$ cat config.mk
export PLATFORM = sky130hd
export DESIGN_NAME = i2s_frame_fifo
export DESIGN_NICKNAME = d
export VERILOG_FILES = /design/src/rtl/i2s_frame_fifo.sv
export SDC_FILE = /design/constraint.sdc
export NUM_CORES = 1
export LEC_CHECK = 0
export CORE_MARGIN = 2
export CORE_UTILIZATION = 52
export DETAILED_ROUTE_END_ITERATION = 10
export DONT_BUFFER_PORTS = 1
export PLACE_DENSITY = 0.68
export SYNTH_ARGS = -nofsm -noshare
export SYNTH_HDL_FRONTEND = slang
export SYNTH_SLANG_ARGS = --single-unit
$ cat constraint.sdc
create_clock -name sys_clk -period 19.9 [get_ports sys_clk]
set_clock_uncertainty 0.2 [all_clocks]
set_input_delay 3.98 -clock sys_clk [delete_from_list [all_inputs] [get_ports sys_clk]]
set_output_delay 3.98 -clock sys_clk [all_outputs]
set_load 0.03 [all_outputs]
$ cat src/rtl/i2s_frame_fifo.sv
// i2s_frame_fifo: pairs incoming I2S left/right samples into stereo frames
// and queues them in a first-word-fall-through FIFO with sticky overflow.
// Optional feature macro: I2S_FRAME_FIFO_DROP_COUNT_EN adds a 16-bit
// saturating drop_count output (rejected frames plus orphan right samples).
module i2s_frame_fifo #(
    parameter int I2S_WIDTH  = 24,
    parameter int FIFO_DEPTH = 8
) (
    input  logic                          sys_clk,
    input  logic                          sys_rst,
    input  logic                          sample_valid,
    input  logic [I2S_WIDTH-1:0]          sample_data,
    input  logic                          sample_lr,
    output logic                          frame_valid,
    input  logic                          frame_ready,
    output logic [I2S_WIDTH-1:0]          frame_left,
    output logic [I2S_WIDTH-1:0]          frame_right,
    output logic [$clog2(FIFO_DEPTH):0]   fifo_level,
    output logic                          overflow,
    input  logic                          clear_overflow
`ifdef I2S_FRAME_FIFO_DROP_COUNT_EN
    ,
    output logic [15:0]                   drop_count
`endif
);

    localparam int AW = $clog2(FIFO_DEPTH);
    localparam int LW = AW + 1;
    localparam logic [LW-1:0] DEPTH_L = LW'(FIFO_DEPTH);

    typedef enum logic {
        WAIT_L,
        WAIT_R
    } state_t;

    state_t                   state;
    state_t                   state_next;
    logic                     push_req;
    logic                     latch_load;
    logic                     push_ok;
    logic                     pop;
    logic                     drop;
    logic [I2S_WIDTH-1:0]     left_latch;
    logic [2*I2S_WIDTH-1:0]   mem [FIFO_DEPTH];
    logic [AW-1:0]            wr_ptr;
    logic [AW-1:0]            rd_ptr;
    logic [AW-1:0]            rd_next;
    logic [LW-1:0]            level_after_pop;

    // Handshake decode: pop only with data present, push only with room
    // (a full FIFO still accepts when the head leaves in the same cycle).
    always_comb begin
        pop             = (fifo_level != '0) && frame_ready;
        push_ok         = push_req && ((fifo_level < DEPTH_L) || pop);
        drop            = push_req && !push_ok;
        rd_next         = rd_ptr + AW'(pop);
        level_after_pop = fifo_level - LW'(pop);
    end

    assign frame_valid = (fifo_level != '0);

    // Pairing FSM state register.
    always_ff @(posedge sys_clk) begin
        if (sys_rst) begin
            state <= WAIT_L;
        end else begin
            state <= state_next;
        end
    end

    // Pairing FSM next-state and strobes; a left sample always (re)loads the latch.
    always_comb begin
        state_next = state;
        push_req   = 1'b0;
        latch_load = 1'b0;
        case (state)
            WAIT_L: begin
                if (sample_valid && !sample_lr) begin
                    latch_load = 1'b1;
                    state_next = WAIT_R;
                end
            end
            WAIT_R: begin
                if (sample_valid) begin
                    if (sample_lr) begin
                        push_req   = 1'b1;
                        state_next = WAIT_L;
                    end else begin
                        latch_load = 1'b1;
                    end
                end
            end
            default: state_next = WAIT_L;
        endcase
    end

    // Left sample holding register.
    always_ff @(posedge sys_clk) begin
        if (sys_rst) begin
            left_latch <= '0;
        end else if (latch_load) begin
            left_latch <= sample_data;
        end
    end

    // Frame storage; no reset needed since pointers/level gate visibility.
    always_ff @(posedge sys_clk) begin
        if (!sys_rst && push_ok) begin
            mem[wr_ptr] <= {left_latch, sample_data};
        end
    end

    // Pointers and occupancy.
    always_ff @(posedge sys_clk) begin
        if (sys_rst) begin
            wr_ptr     <= '0;
            rd_ptr     <= '0;
            fifo_level <= '0;
        end else begin
            if (push_ok) begin
                wr_ptr <= wr_ptr + AW'(1);
            end
            rd_ptr <= rd_next;
            case ({push_ok, pop})
                2'b10:   fifo_level <= fifo_level + LW'(1);
                2'b01:   fifo_level <= fifo_level - LW'(1);
                default: fifo_level <= fifo_level;
            endcase
        end
    end

    // Registered head frame: the head after this edge comes from storage
    // unless the FIFO is (or becomes) empty, where the incoming frame is
    // bypassed in; with nothing to show the last value is held.
    always_ff @(posedge sys_clk) begin
        if (sys_rst) begin
            frame_left  <= '0;
            frame_right <= '0;
        end else if (level_after_pop != '0) begin
            {frame_left, frame_right} <= mem[rd_next];
        end else if (push_ok) begin
            frame_left  <= left_latch;
            frame_right <= sample_data;
        end
    end

    // Sticky overflow; a new drop wins over a coincident clear.
    always_ff @(posedge sys_clk) begin
        if (sys_rst) begin
            overflow <= 1'b0;
        end else if (drop) begin
            overflow <= 1'b1;
        end else if (clear_overflow) begin
            overflow <= 1'b0;
        end
    end

`ifdef I2S_FRAME_FIFO_DROP_COUNT_EN
    logic orphan;
    logic drop_inc;

    assign orphan   = (state == WAIT_L) && sample_valid && sample_lr;
    assign drop_inc = drop || orphan;

    // Saturating drop counter; clear plus a coincident increment yields 1.
    always_ff @(posedge sys_clk) begin
        if (sys_rst) begin
            drop_count <= '0;
        end else if (clear_overflow) begin
            drop_count <= drop_inc ? 16'd1 : 16'd0;
        end else if (drop_inc && (drop_count != '1)) begin
            drop_count <= drop_count + 16'd1;
        end
    end
`endif

endmodule

==> results of run 1 <==
==> power by group through the flow <==
stage	sequential [mW]	clock, mW	combinational [mW]
after floorplan	1.18	0	0.373
after global placement	1.20	0	0.451
after detailed placement	1.20	0	0.457
after CTS	1.18	0.926	0.459
after global routing	1.19	0.966	0.488
final	1.18	0.913	0.453
==> cell usage after synthesis, types with 8 or more instances <==
library cell / n
edfxtp_1: 384
mux4_2: 96
dfxtp_1: 84
nand2_1: 53
nand3_1: 50
a31oi_1: 49
o21ai_0: 49
clkbuf_1: 43
a21oi_1: 29
o221a_2: 27
o221a_1: 21
buf_2: 19
nor2_1: 14
nor2b_1: 8
==> path summary, 6_finish.rpt <==
| path | endpoint | slack [ns] | cells after the start |
|---|---|---|---|
| setup / recovery | frame_left[23] | 13.02 | 6 |
| hold / removal | flop | 0.36 | 2 |
| setup reg to reg | frame_left[23] | 15.04 | 7 |
| hold reg to reg | flop | 0.36 | 2 |
==> final cells by class <==
class | instances | area [um2]
Multi-Input combinational cell | 431 | 4360
Clock inverter | 27 | 288
Clock buffer | 59 | 1340
Sequential cell | 468 | 13200
Timing Repair Buffer | 22 | 165
Inverter | 2 | 7.51
Fill cell | 2411 | 13700
Tap cell | 448 | 561
==> routing by layer <==
metal / wire length, um / up-vias / GRT usage [%] / part of all wire [%]
met1: 16800 / 4960 / 33.6 / 40
met5: 0 / - / 0 / 0
met4: 968 / 0 / 6.71 / 2.3
met3: 4390 / 75 / 5.71 / 10
met2: 20000 / 458 / 38.3 / 47
li1: - / 3976 / - / -
==> kinds of logic after synthesis <==
group / Yosys count / share of synthesized area [%]
DFF: 468 / 74.1
buffers and inverters: 76 / 1.98
muxes: 98 / 12.2
and+or+nand+nor: 142 / 3.84
AOI/OAI and AO/OA: 177 / 7.03
xor gates and xnor gates: 7 / 0.344
adders and majority gates: 7 / 0.491
==> worst register-to-register path, stage by stage, from the launching register on <==
cell and delay (ns):
dfxtp_1 0.54, or4_1 0.75, and2_1 0.31, ha_4 0.59
buf_4 0.85, buf_4 0.64, mux4_2 0.59, o221a_2 0.28
==> through the flow <==
step | hold WS (ns) | cells
global placement | 0.296 | 1371
CTS | 0.333 | 1457
finish | 0.359 | 1457
floorplan | 0.280 | 975
detailed placement | 0.328 | 1371
global route | 0.371 | 1457
==> registers in the layout, summed over array words and instances, names as in the netlist, named ones only <==
signal / flops
left_latch: 24
overflow: 1
fifo_level: 4
rd_ptr: 3
mem: 384
frame_left: 24
frame_right: 24
wr_ptr: 3
==> flow_summary.json, run 1 <==
{
  "grt_usage_pct": 24.0,
  "combPwrFrac_pct": 17.8,
  "io-pin-count": 84,
  "n_antenna_cell": 0,
  "layout_commonest_cell": "edfxtp_1",
  "layout-drive-gt1-share_pct": 24.0,
  "worstSetupEndpointType": "flop",
  "p_int_mw": 1.86,
  "irDropWorstVdd_v": 0.0000787,
  "clk_latency_ns": 0.56,
  "switching_power_mw": 0.690,
  "ys_async_sr_fraction_pct": 0,
  "synth-seq-cells": 468,
  "ant_nets": 0,
  "final_cell_mix": "edfxtp_1 (384), mux4_2 (96), dfxtp_1 (84)",
  "htree_levels": 2,
  "drc": 0,
  "crit_family": "buffers and inverters",
  "buffer_ports.inserted": 0,
  "dr_total_vias": 9469,
  "cts.sinks": 468,
  "finalWorstSetupSlack_ns": 13.02,
  "hold_class": "reg2reg",
  "arrival_ns": 7.13,
  "path_buf_inv": 2,
  "antenna_found_initial": 0,
  "synth_top_cell_area_share_pct": 64.6,
  "max_freq_mhz": 145,
  "fin_total_pwr_mw": 2.55,
  "slew_viol_final": 0,
  "dr.pass1.iters": 5,
  "leakagePower_nw": 6.15,
  "cts_post_setup_buffers_inserted": 0,
  "coreArea_um2": 33600,
  "die_h_um": 189,
  "place_area_um2": 18300,
  "cts_made_buffers": 46,
  "worstSetupPathType": "in2reg",
  "wl_um": 42100,
  "slew_headroom_pct": 26.3,
  "cp_common_cell": "buf_4",
  "fin_crit_ns": 6.88,
  "period_share_pct": 34.6,
  "setup_viol": 0,
  "startpoint_type": "input port",
  "rows": 67,
  "grt-ovfl-total": 0,
  "worstSetupStartpoint": "frame_ready",
  "syn2layout_area_growth_pct": 11.7,
  "synth-edff-count": 384,
  "status": "finished, final reports clean",
  "grt_pass1_vias": 9655,
  "rsz0062_at_grt": "false",
  "final_cell_area_um2": 19900,
  "r2r-start": "fifo_level[1]",
  "dieWidth_um": 189,
  "syn_area_um2": 17800,
  "hold_violations": 0,
  "worst_setup_hold_path_clk_slew_ns": 0.06,
  "post-route-util_pct": 59.3,
  "vias_per_cell": 6.50,
  "syn-num-nets": 1012,
  "synthTopCellsByArea": "edfxtp_1 (65%), mux4_2 (12%), dfxtp_1 (9.4%), a31oi_1 (1.7%), o221a_2 (1.7%)",
  "synthFlopType": "edfxtp_1",
  "powerDensity_nw_per_um2": 128,
  "dieArea_um2": 35800,
  "drv_cap": 0,
  "worstMarginPinSlew_ns": 1.10,
  "wl_per_cell_um": 28.9,
  "synth.avg_cell_area_um2": 18.3,
  "synthCells": 975,
  "clockBufferDepth": 3,
  "cts_repair_resize_count": 0,
  "ys_warn_count": 0,
  "critPathMaxStageDelay_ns": 0.85,
  "tns_ns": 0,
  "nets": 1008,
  "grt_pass1_wl_um": 62900,
  "crit_fanout": 49,
  "crit_path_cell_trace": "and2_1, ha_4, buf_4, buf_4, mux4_2, o221a_2",
  "worstPathRequired_ns": 20.14,
  "cts_tree": "yes",
  "clkPwrFrac_pct": 35.8,
  "cp_slowest_cell": "buf_4",
  "hold_buffers": 0,
  "switching_share_pct": 27.1,
  "grt_start_max_net_pins": 90,
  "synth_cell_types": 38,
  "hpwl_um": 21500,
  "drtIter0Drc": 1261,
  "p_seq_share_pct": 46.4,
  "place_congestion": 0.754,
  "dp_slack_ns": 12.30,
  "yosysTopAreaCell": "edfxtp_1",
  "yosysSeqAreaShare_pct": 74.1,
  "cts_root_buffer": "clkbuf_16",
  "initial_core_util_pct": 53.1
}
(Power assumes the default switching activity.)
==> run 2: changes to the inputs <==
Settings changed: PLACE_DENSITY 0.68 to 0.71.
Clock period 19.9 ns to 5.68 ns, I/O delays scaled along.
==> run 2 against run 1 <==
Net effect: utilization is 0.13 points lower; count of clock-buffer cells in the layout is 12 higher; first-iteration DRC count is 19% lower; final area is 0.22% lower; sequential power grew to 3.5 times the previous value; largest power group unchanged.
==> flow_summary.json, run 2 (synthesis gave the netlist of run 1 again) <==
{
  "grt_pass1_wl_um": 61700,
  "final_cell_mix": "edfxtp_1 (384), mux4_2 (96), dfxtp_1 (84)",
  "cts_made_buffers": 46,
  "die_h_um": 189,
  "rows": 67,
  "hold_class": "reg2reg",
  "rsz0062_at_grt": "false",
  "dr_total_vias": 9440,
  "r2r-start": "fifo_level[0]",
  "fin_total_pwr_mw": 8.74,
  "wl_um": 41600,
  "cp-endpoint": "frame_left[23]",
  "cts.sinks": 468,
  "io-pin-count": 84,
  "grt_start_max_net_pins": 90,
  "layout-drive-gt1-share_pct": 22.6,
  "arrival_ns": 4.23,
  "crit_path_cell_trace": "or4_1, and2_1, ha_4, buf_4, mux4_2, o221a_2",
  "fin_crit_ns": 4.00,
  "htree_levels": 2,
  "antenna_found_initial": 0,
  "place_congestion": 0.762,
  "setup_viol": 0,
  "worst_setup_hold_path_clk_slew_ns": 0.06,
  "n_antenna_cell": 0,
  "leakagePower_nw": 6.10,
  "clockBufferDepth": 3,
  "startpoint_type": "flop",
  "worstSetupEndpointType": "flop",
  "status": "finished, final reports clean",
  "critPathMaxStageDelay_ns": 0.83,
  "dieArea_um2": 35800,
  "layout_commonest_cell": "edfxtp_1",
  "coreArea_um2": 33600,
  "clk_latency_ns": 0.55,
  "cts_repair_resize_count": 0,
  "vias_per_cell": 6.47,
  "drv_cap": 0,
  "irDropWorstVdd_v": 0.000463,
  "top_register": "mem",
  "crit_fanout": 37,
  "initial_core_util_pct": 53.1,
  "worstSetupPathType": "reg2reg",
  "dieWidth_um": 189,
  "hold_buffers": 0,
  "drc": 0,
  "hold_violations": 0,
  "final_cell_area_um2": 19900,
  "slew_viol_final": 0,
  "drtIter0Drc": 1020,
  "cts_root_buffer": "clkbuf_16",
  "ant_nets": 0,
  "grt_pass1_vias": 9471,
  "powerDensity_nw_per_um2": 440,
  "syn2layout_area_growth_pct": 11.5,
  "dr.pass1.iters": 5,
  "cts_tree": "yes",
  "worstMarginPinSlew_ns": 1.09,
  "period_share_pct": 70.5,
  "place_area_um2": 18400,
  "cp_slowest_cell": "or4_1",
  "dp_slack_ns": 1.59,
  "worstSetupStartpoint": "fifo_level[0]",
  "worstPathRequired_ns": 5.91,
  "finalWorstSetupSlack_ns": 1.68,
  "rrSetupSlack_ns": 1.68,
  "wl_per_cell_um": 28.5,
  "worstReg2RegEnd": "frame_left[23]",
  "largest_reg_flops": 384,
  "hpwl_um": 22000,
  "max_freq_mhz": 250,
  "buffer_ports.inserted": 0,
  "grt-ovfl-total": 0,
  "hold_ws_ns": 0.326,
  "reg2reg_depth": 6,
  "slew_headroom_pct": 26.9,
  "grt_usage_pct": 23.5,
  "nets": 1011,
  "cts_post_setup_buffers_inserted": 0
}
## run 2: changes by cell type in the layout (fill, tap and decap cells not counted), moves of 2 or more
cell and change:
clkbuf_1 +14, clkinv_2 -9, clkinv_1 +2, clkinvlp_4 -2
buf_12 +4, bufinv_16 -3
## run 2: how the worst min path moves through the flow
stage / from / end / slack [ns] / cells past startpoint
final: flop / flop / 0.33 / 2
after floorplan: flop / flop / 0.28 / 2
after global routing: flop / flop / 0.38 / 2
after global placement: flop / flop / 0.30 / 2
after detailed placement: flop / flop / 0.32 / 2
after CTS: flop / flop / 0.32 / 2
## run 2: through the flow
step | util [%] | instances | setup TNS (ns)
floorplan | - | 975 | -37.40
global placement | 54.7 | 1374 | 0
detailed placement | 54.7 | 1374 | 0
CTS | 59.2 | 1460 | 0
global route | 59.2 | 1460 | 0
finish | 59.2 | 1460 | 0
## run 2: metal layers
metal	up-vias	global-route usage [%]	part of all wire (%)
met5	-	0	0
met2	506	38.6	49
met3	61	6.02	10
met1	4885	32.0	39
met4	0	5.25	2.0
li1	3988	-	-
## run 2: cell type report
cell class / count / area, um2
clock buffer: 71 / 1350
clock inverter: 15 / 145
fill: 2440 / 13700
inverter: 2 / 7.51
multi-input combinational: 431 / 4380
sequential: 468 / 13200
tap: 448 / 561
timing repair buffer: 25 / 238
## run 2: power by group
group	switching, mW	internal (mW)	total [mW]
Combinational	0.844	0.773	1.62
Clock	1.22	1.77	2.99
Sequential	0.311	3.83	4.14
## run 2: critical path: cells and delay by family, from the launching register on
family | cells | cell delay [ns]
and+or+nand+nor | 2 | 1.18
adders and majority gates | 1 | 0.80
muxes | 1 | 0.55
DFF | 1 | 0.47
buffers and inverters | 1 | 0.39
AOI/OAI and AO/OA | 1 | 0.28
